### src/rtl/led_ctrl_pkg.sv
// Shared mode encodings and field widths for the LED pattern controller.
package led_ctrl_pkg;

   localparam int unsigned MODE_W   = 2;
   localparam int unsigned PERIOD_W = 16;

   typedef enum logic [MODE_W-1:0] {
      LED_OFF     = 2'd0,
      LED_ON      = 2'd1,
      LED_BLINK   = 2'd2,
      LED_BREATHE = 2'd3
   } led_mode_e;

endpackage

### src/rtl/tick_prescaler.sv
// Divides sys_clk by DIV; tick is a registered one-cycle pulse as the count wraps to 0.
module tick_prescaler #(
   parameter int unsigned DIV = 2
) (
   input  logic sys_clk,
   input  logic sys_rst,
   output logic tick
);

   localparam int unsigned CNT_W = (DIV > 1) ? $clog2(DIV) : 1;

   logic [CNT_W-1:0] r_cnt;

   always_ff @(posedge sys_clk) begin
      if (sys_rst) begin
         r_cnt <= '0;
         tick  <= 1'b0;
      end else if (r_cnt == CNT_W'(DIV - 1)) begin
         r_cnt <= '0;
         tick  <= 1'b1;
      end else begin
         r_cnt <= r_cnt + CNT_W'(1);
         tick  <= 1'b0;
      end
   end

endmodule

### src/rtl/led_pattern_ctrl.sv
// Multi-channel LED driver: OFF/ON/BLINK/BREATHE per channel on a shared tick time base.
module led_pattern_ctrl
   import led_ctrl_pkg::*;
#(
   parameter int unsigned CLK_HZ   = 128000000,
   parameter int unsigned TICK_HZ  = 1000,
   parameter int unsigned N_CH     = 4,
   parameter int unsigned PWM_BITS = 8,
   localparam int unsigned CH_W    = (N_CH > 1) ? $clog2(N_CH) : 1
) (
   input  logic                sys_clk,
   input  logic                sys_rst,
   input  logic                cfg_valid,
   output logic                cfg_ready,
   input  logic [CH_W-1:0]     cfg_ch,
   input  logic [MODE_W-1:0]   cfg_mode,
   input  logic [PERIOD_W-1:0] cfg_period,
   output logic [N_CH-1:0]     led_out,
   output logic                tick_out
);

   localparam int unsigned DIV = CLK_HZ / TICK_HZ;
   localparam logic [PWM_BITS-1:0] LVL_TOP = '1;

   logic                w_tick;
   logic                r_ready;
   logic [PWM_BITS-1:0] r_pwm;

   tick_prescaler #(.DIV(DIV)) u_prescaler (
      .sys_clk (sys_clk),
      .sys_rst (sys_rst),
      .tick    (w_tick)
   );

   assign tick_out  = w_tick;
   assign cfg_ready = r_ready;

   // Handshake readiness and the free-running breathe PWM counter.
   always_ff @(posedge sys_clk) begin
      if (sys_rst) begin
         r_ready <= 1'b0;
         r_pwm   <= '0;
      end else begin
         r_ready <= 1'b1;
         r_pwm   <= r_pwm + PWM_BITS'(1);
      end
   end

   for (genvar gi = 0; gi < N_CH; gi++) begin : g_ch
      led_mode_e           r_mode;
      logic [PERIOD_W-1:0] r_per;
      logic [PERIOD_W-1:0] r_cnt;
      logic                r_blink;
      logic [PWM_BITS-1:0] r_lvl;
      logic                r_down;
      logic                r_led;
      logic                w_acc;
      logic                w_wrap;
      logic [PERIOD_W-1:0] w_per_eff;
      logic [PERIOD_W-1:0] w_cnt_nxt;

      // Out-of-range cfg_ch values match no channel, so they complete the handshake as no-ops.
      assign w_acc     = cfg_valid && r_ready && (cfg_ch == CH_W'(gi));
      assign w_per_eff = (r_per == '0) ? PERIOD_W'(1) : r_per;
      assign w_cnt_nxt = r_cnt + PERIOD_W'(1);
      assign w_wrap    = (w_cnt_nxt >= w_per_eff);
      assign led_out[gi] = r_led;

      always_ff @(posedge sys_clk) begin
         if (sys_rst) begin
            r_mode  <= LED_OFF;
            r_per   <= PERIOD_W'(1);
            r_cnt   <= '0;
            r_blink <= 1'b0;
            r_lvl   <= '0;
            r_down  <= 1'b0;
            r_led   <= 1'b0;
         end else begin
            // An accept takes priority over a coincident tick on this channel.
            if (w_acc) begin
               r_mode  <= led_mode_e'(cfg_mode);
               r_per   <= cfg_period;
               r_cnt   <= '0;
               r_blink <= 1'b0;
               r_lvl   <= '0;
               r_down  <= 1'b0;
            end else if (w_tick && (r_mode == LED_BLINK || r_mode == LED_BREATHE)) begin
               r_cnt <= w_wrap ? '0 : w_cnt_nxt;
               if (w_wrap && r_mode == LED_BLINK) begin
                  r_blink <= ~r_blink;
               end else if (w_wrap && !r_down) begin
                  r_lvl <= r_lvl + PWM_BITS'(1);
                  if (r_lvl == LVL_TOP - PWM_BITS'(1)) r_down <= 1'b1;
               end else if (w_wrap) begin
                  r_lvl <= r_lvl - PWM_BITS'(1);
                  if (r_lvl == PWM_BITS'(1)) r_down <= 1'b0;
               end
            end

            case (r_mode)
               LED_OFF:     r_led <= 1'b0;
               LED_ON:      r_led <= 1'b1;
               LED_BLINK:   r_led <= r_blink;
               LED_BREATHE: r_led <= (r_pwm < r_lvl);
               default:     r_led <= 1'b0;
            endcase
         end
      end
   end

endmodule
### config.mk
export PLATFORM = sky130hd
export DESIGN_NAME = led_pattern_ctrl
export DESIGN_NICKNAME = d
export VERILOG_FILES = /design/src/rtl/led_ctrl_pkg.sv /design/src/rtl/tick_prescaler.sv /design/src/rtl/led_pattern_ctrl.sv
export SDC_FILE = /design/constraint.sdc
export NUM_CORES = 1
export LEC_CHECK = 0
export BUFFER_PORTS_ARGS = -buffer_cell sky130_fd_sc_hd__buf_2
export CAP_MARGIN = 15
export CORE_MARGIN = 2
export CORE_UTILIZATION = 35
export DETAILED_ROUTE_END_ITERATION = 10
export PLACE_DENSITY = 0.46
export SYNTH_ARGS = -nofsm -noshare
export SYNTH_HDL_FRONTEND = slang
export SYNTH_SLANG_ARGS = --single-unit
### constraint.sdc
create_clock -name sys_clk -period 7.8 [get_ports sys_clk]
set_input_delay 1.17 -clock sys_clk [delete_from_list [all_inputs] [get_ports sys_clk]]
set_output_delay 1.17 -clock sys_clk [all_outputs]
set_load 0.1 [all_outputs]
==> impl_results.md <==
* CP max FO at 13
* Hold-fix buffers at CTS at 0
* Comb pwr share at 0.062
* Clock Sinks at 207
* Detail Placement HPWL at 23000 microns
* Final Instance Count excl. Fillers at 2029
* WP data required at 8.27 ns
* Tot GR Track Use at 0.182
* Vias post-DR at 10366
* Layout Utilization at 0.400
* DRT Pass-1 Iters at 4
* Cell count after synthesis at between 1500 and 2000
* Sequential share of the synthesized area at 0.345
* Number of enable flip-flop cells after synthesis at 0
* Unrepaired setup endpoints after global routing: false
* CTS tree: yes
* Status: finished, final reports clean
* Crit end category: flop
* CP Class: flop to flop
* Final setup vio count at 0
* Max-cap violations at 0
* Post-synthesis net count at 1698
* Area growth syn-to-layout at 12.1%
* DR iter-0 viols at 453
* Switch Pwr at 0.000620 W
* PostCTS Resize Cnt at 0
* F_max at 214 MHz
* Slew Limit Fails at 0
* Fraction of layout cells with a size suffix above 1 at 0.0601
* Top Ports at 29
* Final period util at 0.598
* GPL Wtd Cong at 0.801
* Vias in the first global route at roughly 10000
* Cell Area, Placed at 12500 sq um
* Final Power at 0.00256 W
* CTS max path bufs at 3
* Post-CTS Setup Inserts at 0
* Largest net degree at the start of global routing at 75
* Top_reg_cell synth: dfxtp_1
* FF-to-FF setup slack at ~3.1 ns
* Grt total ovfl at 0
* Fin. Hold Viols at 0
* IO Port Bufs at 28
* Nature of the critical path startpoint: flop
* Sequential power share at 0.423
* Clk_skew at roughly 0.013 ns
* Worst-Skew Late Latency at approximately 0.55 ns
* Pint at 0.00194 W
* First-pass GRT wire length at 53200 microns
* Total of warnings raised by yosys at 0
* Cell Area, Synth at about 12000 sq um
* Worst slew pin tran at approximately 1.0 ns
* Final TNS setup at 0 ns
* Remaining antenna violation count at 0
* Async S/R FF share, synth at 0
* Crit path DAT at 5.13 ns
* Seq cells post-synth at a little over 200
* Core Rows at between 60 and 70
* Power Density at around 190 nW/um^2
* Max VDD drop at 0.154 mV
* Core area at 33700 sq um
* Sw frac at 0.242
* DRC Markers at 0
* Pleak at 5.00 nW
* Die height at between 150 and 200 microns
* Clock network power share at 0.515
* Nets at 1699
* Routed WL per cell at 15.9 microns
* Routed vias/inst at ~5.1
* CTS clk-pin slew, worst paths at 0.06 ns
* Final min period at between 4 and 5 ns
* Hold WC Path Type: flop to flop
* Initial antenna violation count at 0
* Slew headroom at 0.332
* Final WL at 32200 microns
* Initial core utilization at 0.357
* Synth unique cells at between 60 and 70
* Htree depth at 1
* Clock root cell: clkbuf_16
* Non-Filler Cell Area, Final at roughly 13000 sq um
* Placed Cells at between 1500 and 2000
* Avg Cell Area, Syn at 7.70 sq um
* Die area at between 30000 and 40000 sq um
* N_diodes at 0
* CTS buffer count at 27
* Die X at 189 microns
## state kept, by name (all words and copies together) (netlist names)
register and count:
g_ch.r_lvl 32, g_ch.r_mode 8, g_ch.r_per 64, r_pwm 8, cfg_ready 1, u_prescaler.r_cnt 17
g_ch.r_led 4, g_ch.r_cnt 64, g_ch.r_down 4, u_prescaler.tick 1, g_ch.r_blink 4
## cell type report
type | instances | area (sq um)
clock buffers | 35 | 736
clock inverters | 13 | 193
fillers | 3546 | 20200
inverters | 108 | 405
multi-input cells | 1178 | 7200
flip-flops and latches | 207 | 4140
well taps | 448 | 561
repair buffers | 40 | 233
## routing by layer
layer / GRT usage / share of wire / vias up
met1: 0.247 / 0.48 / 4785
met4: 0.0456 / 0.024 / 0
met2: 0.304 / 0.46 / 128
met3: 0.0254 / 0.031 / 42
met5: 0 / 0 / -
li1: - / - / 5411
## cells in the mapped netlist, types with 36 or more instances
cell type	count	share of area
a21oi_1	166	0.069
clkbuf_1	50	0.016
dfxtp_1	207	0.34
ha_1	114	0.12
inv_1	107	0.033
nand2_1	265	0.083
nand3_1	90	0.037
nor2_1	118	0.037
nor3_1	36	0.015
o21ai_0	53	0.022
xnor2_1	53	0.039
xor2_1	43	0.031
## path summary, 6_finish.rpt
| check | end | cells after the start | from |
|---|---|---|---|
| max | g_ch[2].r_cnt[8] | 14 | g_ch[2].r_cnt[2] |
| min | g_ch[0].r_cnt[15] | 2 | g_ch[0].r_cnt[15] |
| max reg2reg | g_ch[2].r_cnt[8] | 14 | g_ch[2].r_cnt[2] |
| min reg2reg | g_ch[0].r_cnt[15] | 2 | g_ch[0].r_cnt[15] |
## cells in the final DEF, fill, tap and decap left out, types with 11 or more instances in the layout
cell       Yosys  routed
dfxtp_1      207     207
xor2_1        43      43
clkbuf_16      0      27
xnor2_1       53      53
ha_1         114     114
o21ai_0       53      53
and3_1        29      29
nor3_1        36      35
a21oi_1      166     165
nand2_1      265     265
nor2_1       118     118
buf_4          4      13
nand4_1       20      20
o31ai_1       12      11
inv_1        107     107
nor4_1        22      22
nand3_1       90      90
buf_2          4      27
## per-stage QoR
stage               hold WS (ns)  setup WS [ns]
floorplan                  0.430           4.15
global placement           0.449           3.22
detailed placement         0.458           3.16
CTS                        0.472           3.12
global route               0.494           2.56
finish                     0.465           3.14
## cell families (layout without fill, tap and decap cells)
kind of cell               count (synthesis)  in the layout  synth area share
AOI/OAI and AO/OA                        323            323             0.162
and+or+nand+nor                          642            642             0.245
adders and majority gates                114            114             0.119
muxes                                      3              3           0.00260
buffers and inverters                    176            196            0.0573
DFF                                      207            207             0.345
xor gates and xnor gates                  96             96            0.0700
## power groups by stage
stage | sequential (W) | combinational, W | clock (W)
2_1_floorplan | 0.00110 | 0.000106 | 0
3_3_place_gp | 0.00111 | 0.000161 | 0
3_5_place_dp | 0.00111 | 0.000161 | 0
4_1_cts | 0.00108 | 0.000161 | 0.00136
5_1_grt | 0.00108 | 0.000178 | 0.00140
6_report | 0.00108 | 0.000158 | 0.00132
## critical path, stage by stage, from the launching register on
cell and delay [ns]:
dfxtp_1 0.44, nand3_1 0.26, nor4_1 0.69, and3_1 0.33
nand3_1 0.12, xnor2_1 0.21, ha_1 0.29, a21oi_1 0.13
o21ai_0 0.12, a2111oi_0 0.68, a21oi_1 0.15, buf_4 0.22
nor2_1 0.62, a22oi_1 0.19, nor2_1 0.13
Note: power is estimated with default switching activity, not from simulation.
